==> src/rtl/sdp_erdma_eg_ro_ctx_unpack_pkg.sv <==
// Shared definitions for the ERDMA egress read-order context path:
// context field layout, FSM states and lane-mask encodings.
package sdp_erdma_pkg;

   localparam int unsigned CTX_W        = 4;
   localparam int unsigned CTX_CNT_LSB  = 0;
   localparam int unsigned CTX_CNT_W    = 2;
   localparam int unsigned CTX_LAST_BIT = 2;
   localparam int unsigned CTX_HALF_BIT = 3;
   localparam int unsigned MASK_W       = 2;

   localparam logic [MASK_W-1:0] MASK_FULL = 2'b11;
   localparam logic [MASK_W-1:0] MASK_LO   = 2'b01;

   typedef enum logic {
      IDLE = 1'b0,
      BUSY = 1'b1
   } ro_state_e;

   // Only the final beat of a half-width context drops the upper lane
   function automatic logic [MASK_W-1:0] beat_mask(input logic final_beat, input logic half);
      return (final_beat && half) ? MASK_LO : MASK_FULL;
   endfunction

endpackage

==> src/rtl/sdp_erdma_eg_ro_ctx_unpack_if.sv <==
// Handshake bundle for the context unpacker: context FIFO read port,
// DMA response stream and framed egress stream.
interface sdp_erdma_eg_ro_ctx_unpack_if #(
   parameter int unsigned DW = 256
) ();
   import sdp_erdma_pkg::*;

   logic              roc_rd_pvld;
   logic              roc_rd_prdy;
   logic [CTX_W-1:0]  roc_rd_pd;
   logic              dma_rd_rsp_pvld;
   logic              dma_rd_rsp_prdy;
   logic [DW-1:0]     dma_rd_rsp_pd;
   logic              eg_pvld;
   logic              eg_prdy;
   logic [DW-1:0]     eg_data;
   logic [MASK_W-1:0] eg_mask;
   logic              eg_last;
   logic              ctx_done;

   // Environment side: supplies contexts and responses, sinks framed beats
   modport master (
      output roc_rd_pvld, roc_rd_pd, dma_rd_rsp_pvld, dma_rd_rsp_pd, eg_prdy,
      input  roc_rd_prdy, dma_rd_rsp_prdy, eg_pvld, eg_data, eg_mask, eg_last, ctx_done
   );

   // Unpacker side
   modport slave (
      input  roc_rd_pvld, roc_rd_pd, dma_rd_rsp_pvld, dma_rd_rsp_pd, eg_prdy,
      output roc_rd_prdy, dma_rd_rsp_prdy, eg_pvld, eg_data, eg_mask, eg_last, ctx_done
   );

endinterface

==> src/rtl/sdp_erdma_eg_ro_ctx_unpack_pipe_reg.sv <==
// Single-stage valid/ready register; accepts a new word in the same cycle
// the held word drains, so it sustains one transfer per cycle.
module sdp_erdma_pipe_reg #(
   parameter int unsigned W = 8
) (
   input  logic         clk,
   input  logic         rst,
   input  logic         in_vld,
   output logic         in_rdy,
   input  logic [W-1:0] in_data,
   output logic         out_vld,
   input  logic         out_rdy,
   output logic [W-1:0] out_data
);

   assign in_rdy = !out_vld || out_rdy;

   always_ff @(posedge clk or posedge rst) begin
      if (rst) begin
         out_vld  <= 1'b0;
         out_data <= '0;
      end else if (in_vld && in_rdy) begin
         out_vld  <= 1'b1;
         out_data <= in_data;
      end else if (out_rdy) begin
         out_vld  <= 1'b0;
      end
   end

endmodule

==> src/rtl/sdp_erdma_eg_ro_ctx_unpack.sv <==
// Pops one read-order context per DMA read and frames the matching response
// beats with lane mask, end-of-surface flag and a per-context done pulse.
module sdp_erdma_eg_ro_ctx_unpack
   import sdp_erdma_pkg::*;
#(
   parameter int unsigned DW = 256
) (
   input logic                    nvdla_core_clk,
   input logic                    nvdla_core_rst,
   sdp_erdma_eg_ro_ctx_unpack_if.slave bus
);

   localparam int unsigned PW = DW + MASK_W + 1;

   ro_state_e            state;
   logic [CTX_CNT_W-1:0] beat_rem;
   logic                 last_f;
   logic                 half_f;
   logic                 ctx_done_q;

   logic                 out_free;
   logic                 rsp_acc;
   logic                 final_beat;
   logic                 ctx_pop;
   logic                 roc_rd_prdy_c;
   logic                 pipe_vld;
   logic [PW-1:0]        pipe_in;
   logic [PW-1:0]        pipe_out;

   // Handshakes: context pop from IDLE or on the final-beat accept, so the
   // next context loads with no bubble between contexts
   always_comb begin
      rsp_acc       = (state == BUSY) && bus.dma_rd_rsp_pvld && out_free;
      final_beat    = rsp_acc && (beat_rem == '0);
      roc_rd_prdy_c = (state == IDLE) || final_beat;
      ctx_pop       = bus.roc_rd_pvld && roc_rd_prdy_c;
      pipe_in       = {bus.dma_rd_rsp_pd, beat_mask(final_beat, half_f), final_beat && last_f};
   end

   assign bus.roc_rd_prdy     = roc_rd_prdy_c;
   assign bus.dma_rd_rsp_prdy = (state == BUSY) && out_free;

   always_ff @(posedge nvdla_core_clk or posedge nvdla_core_rst) begin
      if (nvdla_core_rst) begin
         state      <= IDLE;
         beat_rem   <= '0;
         last_f     <= 1'b0;
         half_f     <= 1'b0;
         ctx_done_q <= 1'b0;
      end else begin
         ctx_done_q <= final_beat;
         if (ctx_pop) begin
            state    <= BUSY;
            beat_rem <= bus.roc_rd_pd[CTX_CNT_LSB +: CTX_CNT_W];
            last_f   <= bus.roc_rd_pd[CTX_LAST_BIT];
            half_f   <= bus.roc_rd_pd[CTX_HALF_BIT];
         end else if (final_beat) begin
            state    <= IDLE;
         end else if (rsp_acc) begin
            beat_rem <= beat_rem - CTX_CNT_W'(1);
         end
      end
   end

   sdp_erdma_pipe_reg #(
      .W (PW)
   ) u_out_reg (
      .clk      (nvdla_core_clk),
      .rst      (nvdla_core_rst),
      .in_vld   (rsp_acc),
      .in_rdy   (out_free),
      .in_data  (pipe_in),
      .out_vld  (pipe_vld),
      .out_rdy  (bus.eg_prdy),
      .out_data (pipe_out)
   );

   assign bus.eg_pvld  = pipe_vld;
   assign bus.eg_data  = pipe_out[PW-1 -: DW];
   assign bus.eg_mask  = pipe_out[MASK_W:1];
   assign bus.eg_last  = pipe_out[0];
   assign bus.ctx_done = ctx_done_q;

endmodule

==> src/flat_wrapper.sv <==
// flat-port wrapper written by rule: the top's interface ports become plain ports
module sdp_erdma_eg_ro_ctx_unpack_flat import sdp_erdma_pkg::*;
#(
   parameter int unsigned DW = 256
)
  (nvdla_core_clk, nvdla_core_rst, bus_roc_rd_pvld, bus_roc_rd_pd, bus_dma_rd_rsp_pvld, bus_dma_rd_rsp_pd, bus_eg_prdy, bus_roc_rd_prdy, bus_dma_rd_rsp_prdy, bus_eg_pvld, bus_eg_data, bus_eg_mask, bus_eg_last, bus_ctx_done);
  sdp_erdma_eg_ro_ctx_unpack_if #(.DW(DW)) bus_i ();
  input logic nvdla_core_clk;
  input logic nvdla_core_rst;
  input wire logic [$bits(bus_i.roc_rd_pvld)-1:0] bus_roc_rd_pvld;
  input wire logic [$bits(bus_i.roc_rd_pd)-1:0] bus_roc_rd_pd;
  input wire logic [$bits(bus_i.dma_rd_rsp_pvld)-1:0] bus_dma_rd_rsp_pvld;
  input wire logic [$bits(bus_i.dma_rd_rsp_pd)-1:0] bus_dma_rd_rsp_pd;
  input wire logic [$bits(bus_i.eg_prdy)-1:0] bus_eg_prdy;
  output wire logic [$bits(bus_i.roc_rd_prdy)-1:0] bus_roc_rd_prdy;
  output wire logic [$bits(bus_i.dma_rd_rsp_prdy)-1:0] bus_dma_rd_rsp_prdy;
  output wire logic [$bits(bus_i.eg_pvld)-1:0] bus_eg_pvld;
  output wire logic [$bits(bus_i.eg_data)-1:0] bus_eg_data;
  output wire logic [$bits(bus_i.eg_mask)-1:0] bus_eg_mask;
  output wire logic [$bits(bus_i.eg_last)-1:0] bus_eg_last;
  output wire logic [$bits(bus_i.ctx_done)-1:0] bus_ctx_done;
  assign bus_i.roc_rd_pvld = bus_roc_rd_pvld;
  assign bus_i.roc_rd_pd = bus_roc_rd_pd;
  assign bus_i.dma_rd_rsp_pvld = bus_dma_rd_rsp_pvld;
  assign bus_i.dma_rd_rsp_pd = bus_dma_rd_rsp_pd;
  assign bus_i.eg_prdy = bus_eg_prdy;
  assign bus_roc_rd_prdy = bus_i.roc_rd_prdy;
  assign bus_dma_rd_rsp_prdy = bus_i.dma_rd_rsp_prdy;
  assign bus_eg_pvld = bus_i.eg_pvld;
  assign bus_eg_data = bus_i.eg_data;
  assign bus_eg_mask = bus_i.eg_mask;
  assign bus_eg_last = bus_i.eg_last;
  assign bus_ctx_done = bus_i.ctx_done;
  sdp_erdma_eg_ro_ctx_unpack #(.DW(DW)) u_core (.nvdla_core_clk(nvdla_core_clk), .nvdla_core_rst(nvdla_core_rst), .bus(bus_i));
endmodule
==> config.mk <==
export PLATFORM = sky130hd
export DESIGN_NAME = sdp_erdma_eg_ro_ctx_unpack_flat
export DESIGN_NICKNAME = d
export VERILOG_FILES = /design/src/rtl/sdp_erdma_eg_ro_ctx_unpack_pkg.sv /design/src/rtl/sdp_erdma_eg_ro_ctx_unpack_if.sv /design/src/rtl/sdp_erdma_eg_ro_ctx_unpack_pipe_reg.sv /design/src/rtl/sdp_erdma_eg_ro_ctx_unpack.sv /design/src/flat_wrapper.sv
export SDC_FILE = /design/constraint.sdc
export NUM_CORES = 1
export LEC_CHECK = 0
export BUFFER_PORTS_ARGS = -buffer_cell sky130_fd_sc_hd__buf_2
export CAP_MARGIN = 20
export CORE_AREA = 2 2 205 207
export CTS_BUF_LIST = sky130_fd_sc_hd__clkbuf_4
export DETAILED_ROUTE_END_ITERATION = 7
export DIE_AREA = 0 0 207 209
export PLACE_DENSITY = 0.52
export SETUP_SLACK_MARGIN = 0.15
export SLEW_MARGIN = 20
export SYNTH_ARGS = -nofsm -noshare
export SYNTH_HDL_FRONTEND = slang
export SYNTH_HIERARCHICAL = 1
export SYNTH_SLANG_ARGS = --single-unit
export TNS_END_PERCENT = 1
==> constraint.sdc <==
create_clock -name nvdla_core_clk -period 11.6 [get_ports nvdla_core_clk]
set_input_delay 2.32 -clock nvdla_core_clk [delete_from_list [all_inputs] [get_ports nvdla_core_clk]]
set_output_delay 2.32 -clock nvdla_core_clk [all_outputs]
set_load 0.02 [all_outputs]
==> results.json <==
{
  "status": "completed",
  "drive_gt1_frac": 0.758,
  "drc": 0,
  "synth_edf_count": 0,
  "top_layer_used": "met5",
  "grt_max_degree": 131,
  "nNetsFinal": 1426,
  "power_density_nw_per_um2": 260,
  "via_per_inst": 4.02,
  "hold_viol_final": 0,
  "antenna_found_initial": 5,
  "drt_wl_total_mm": 28.9,
  "hold_slack_ns": 0.483,
  "timing.fmax_mhz": 189,
  "crit_type": "in2out",
  "clock_path_buffers": 3,
  "irDropWorstVdd_uv": 123,
  "dieHeight_um": 209,
  "synth_top_area_frac": 0.615,
  "hp-class": "reg2reg",
  "ios": 528,
  "rsz0062_at_grt": "no",
  "worst-r2r-setup-slack_ns": 8.72,
  "slew_headroom": 0.298,
  "tightest_slew_ns": 1.05,
  "grt_pass1_wl_mm": 44.6,
  "setup_tns_ns": 0,
  "cts_tree": "done",
  "wl_per_cell_um": 16.5,
  "async_reset_ff_frac": 1.00,
  "ys_seq_elements": 266,
  "ys_types": 22,
  "skew_ns": 0.0424,
  "cts_made_buffers": 77,
  "post-cts-setup-buffers": 0,
  "syn_area_um2": 10800,
  "met1Wirelength_mm": 11.5,
  "drv_cap": 0,
  "synth_ff_type": "dfrtp_1",
  "met3WireLength_mm": 2.47,
  "overflow": 0,
  "port_buffers": 527,
  "fp.dieArea_um2": 43300,
  "drtIter0Drc": 294,
  "required_ns": 9.28,
  "syn_nets": 844,
  "synthToLayoutAreaGrowth_pct": 37.8,
  "drv_slew": 0,
  "syn_inst": 578,
  "grt_pass1_vias": 7816,
  "synth_area_leader_cell": "dfrtp_1",
  "synthTopCellsByArea": "dfrtp_1 62%, mux2_4 28%, mux2_2 6.1%, buf_6 2.5%, mux2_1 0.42%",
  "fin_crit_ns": 5.28,
  "critPathMaxFanout": 6,
  "cp.arrival_ns": 2.96,
  "period_share": 0.455,
  "gp_congestion": 0.754,
  "cp-start-kind": "input pin",
  "cp-end-kind": "output pin",
  "cts.clk_slew.worst_paths_ns": 0.06,
  "ys_warn_count": 6,
  "dp_hpwl_mm": 20.3,
  "dr.pass1.iters": 4,
  "clock_sinks": 266,
  "die_w_um": 207,
  "setup_viol": 0,
  "cts_max_level": 3,
  "cts_resized": 0,
  "ys_seq_area_frac": 0.615,
  "start_util": 0.262,
  "ctsHoldBuffers": 0,
  "cts-root-buf": "clkbuf_4",
  "fillCellCount": 4116,
  "vias": 7052,
  "wl_met2_mm": 14.0,
  "core-area_um2": 41300,
  "drtAntennaViolNets": 0,
  "leakage_nw": 7.94,
  "grt_usage": 0.131,
  "insertion_delay_ns": 0.76,
  "rows": 75,
  "avgSynthCellArea_um2": 18.7
}
==> cell usage in the layout (no fill, tap or decap), types with 2 or more instances in the layout <==
cell type and count:
clkinv_4 3, mux2_4 200, diode_2 5, dfrtp_1 266, bufinv_16 3, clkinv_1 8, buf_2 527, buf_4 3
clkinv_2 3, inv_1 3, clkbuf_4 110, mux2_2 59, mux2_1 4, nand2b_1 2, nand2_1 2
==> state kept, by name, summed over array words and instances (netlist names) <==
register	cells
u_core/state	1
u_core/u_out_reg/out_data	259
u_core/bus.ctx_done	1
u_core/last_f	1
u_core/half_f	1
u_core/beat_rem	2
u_core/u_out_reg/out_vld	1
==> stage by stage <==
stage,util,area [µm²],instances,power [mW],setup WS [ns]
after floorplan,-,10800,578,2.47,2.12
after global placement,0.337,13900,1620,2.98,6.33
after detailed placement,0.337,13900,1620,2.99,6.32
after CTS,0.361,14900,1748,3.95,6.32
after global routing,0.361,14900,1751,4.11,6.27
final,0.361,14900,1753,3.88,6.32
==> final cells by class <==
cell class | count | area [µm²] | share of cell area
Antenna cell | 5 | 12.5 | 0.000839
Clock buffer | 110 | 826 | 0.0554
Clock inverter | 18 | 169 | 0.0113
Inverter | 4 | 22.5 | 0.00151
Multi-Input combinational cell | 280 | 3870 | 0.259
Sequential cell | 266 | 6660 | 0.447
Tap cell | 539 | 674 | 0.0452
Timing Repair Buffer | 531 | 2680 | 0.180
==> worst paths after layout <==
| path | from | to | cells after the start |
|---|---|---|---|
| setup / recovery | bus_eg_prdy | bus_roc_rd_prdy | 5 |
| hold reg to reg | u_core/last_f | u_core/last_f | 1 |
| max in group asynchronous | nvdla_core_rst | u_core/u_out_reg/out_data[164] | 4 |
| setup reg to reg | u_core/u_out_reg/out_vld | u_core/u_out_reg/out_data[132] | 5 |
| min in group asynchronous | nvdla_core_rst | u_core/beat_rem[0] | 2 |
| hold / removal | u_core/last_f | u_core/last_f | 1 |
==> worst max-delay path: stages <==
cell and delay (ns):
buf_2 0.08, nand2b_4 0.17, nand3_2 0.12, nand2_1 0.11
buf_2 0.17
==> cells by family (layout without fill, tap and decap cells) <==
group	Yosys count	in the layout	share of synthesized area
other cells	1	6	0.000347
compound gates	1	1	0.00173
buf+inv	32	663	0.0282
fa+ha+maj	1	1	0.00116
xor+xnor	1	1	0.000810
mux	264	264	0.344
simple gates	12	12	0.00844
flops	266	266	0.615
==> Yosys cell counts (2+ instances only) <==
cell type	n
buf_2	4
buf_6	24
dfrtp_1	266
inv_1	4
mux2_1	4
mux2_2	59
mux2_4	200
nand2_1	2
nand2b_1	2
==> power breakdown <==
group          switching (mW)  total [mW]  internal (mW)
Sequential              0.181        1.45           1.27
Combinational           0.806        1.52          0.713
Clock                   0.412       0.913          0.501
==> metal layers <==
layer / track usage / vias up
met1: 0.152 / 3413
met4: 0.0635 / 2
met2: 0.208 / 320
met3: 0.0546 / 72
li1: - / 3245
met5: 0 / -
Note: power is estimated with default switching activity, not from simulation.
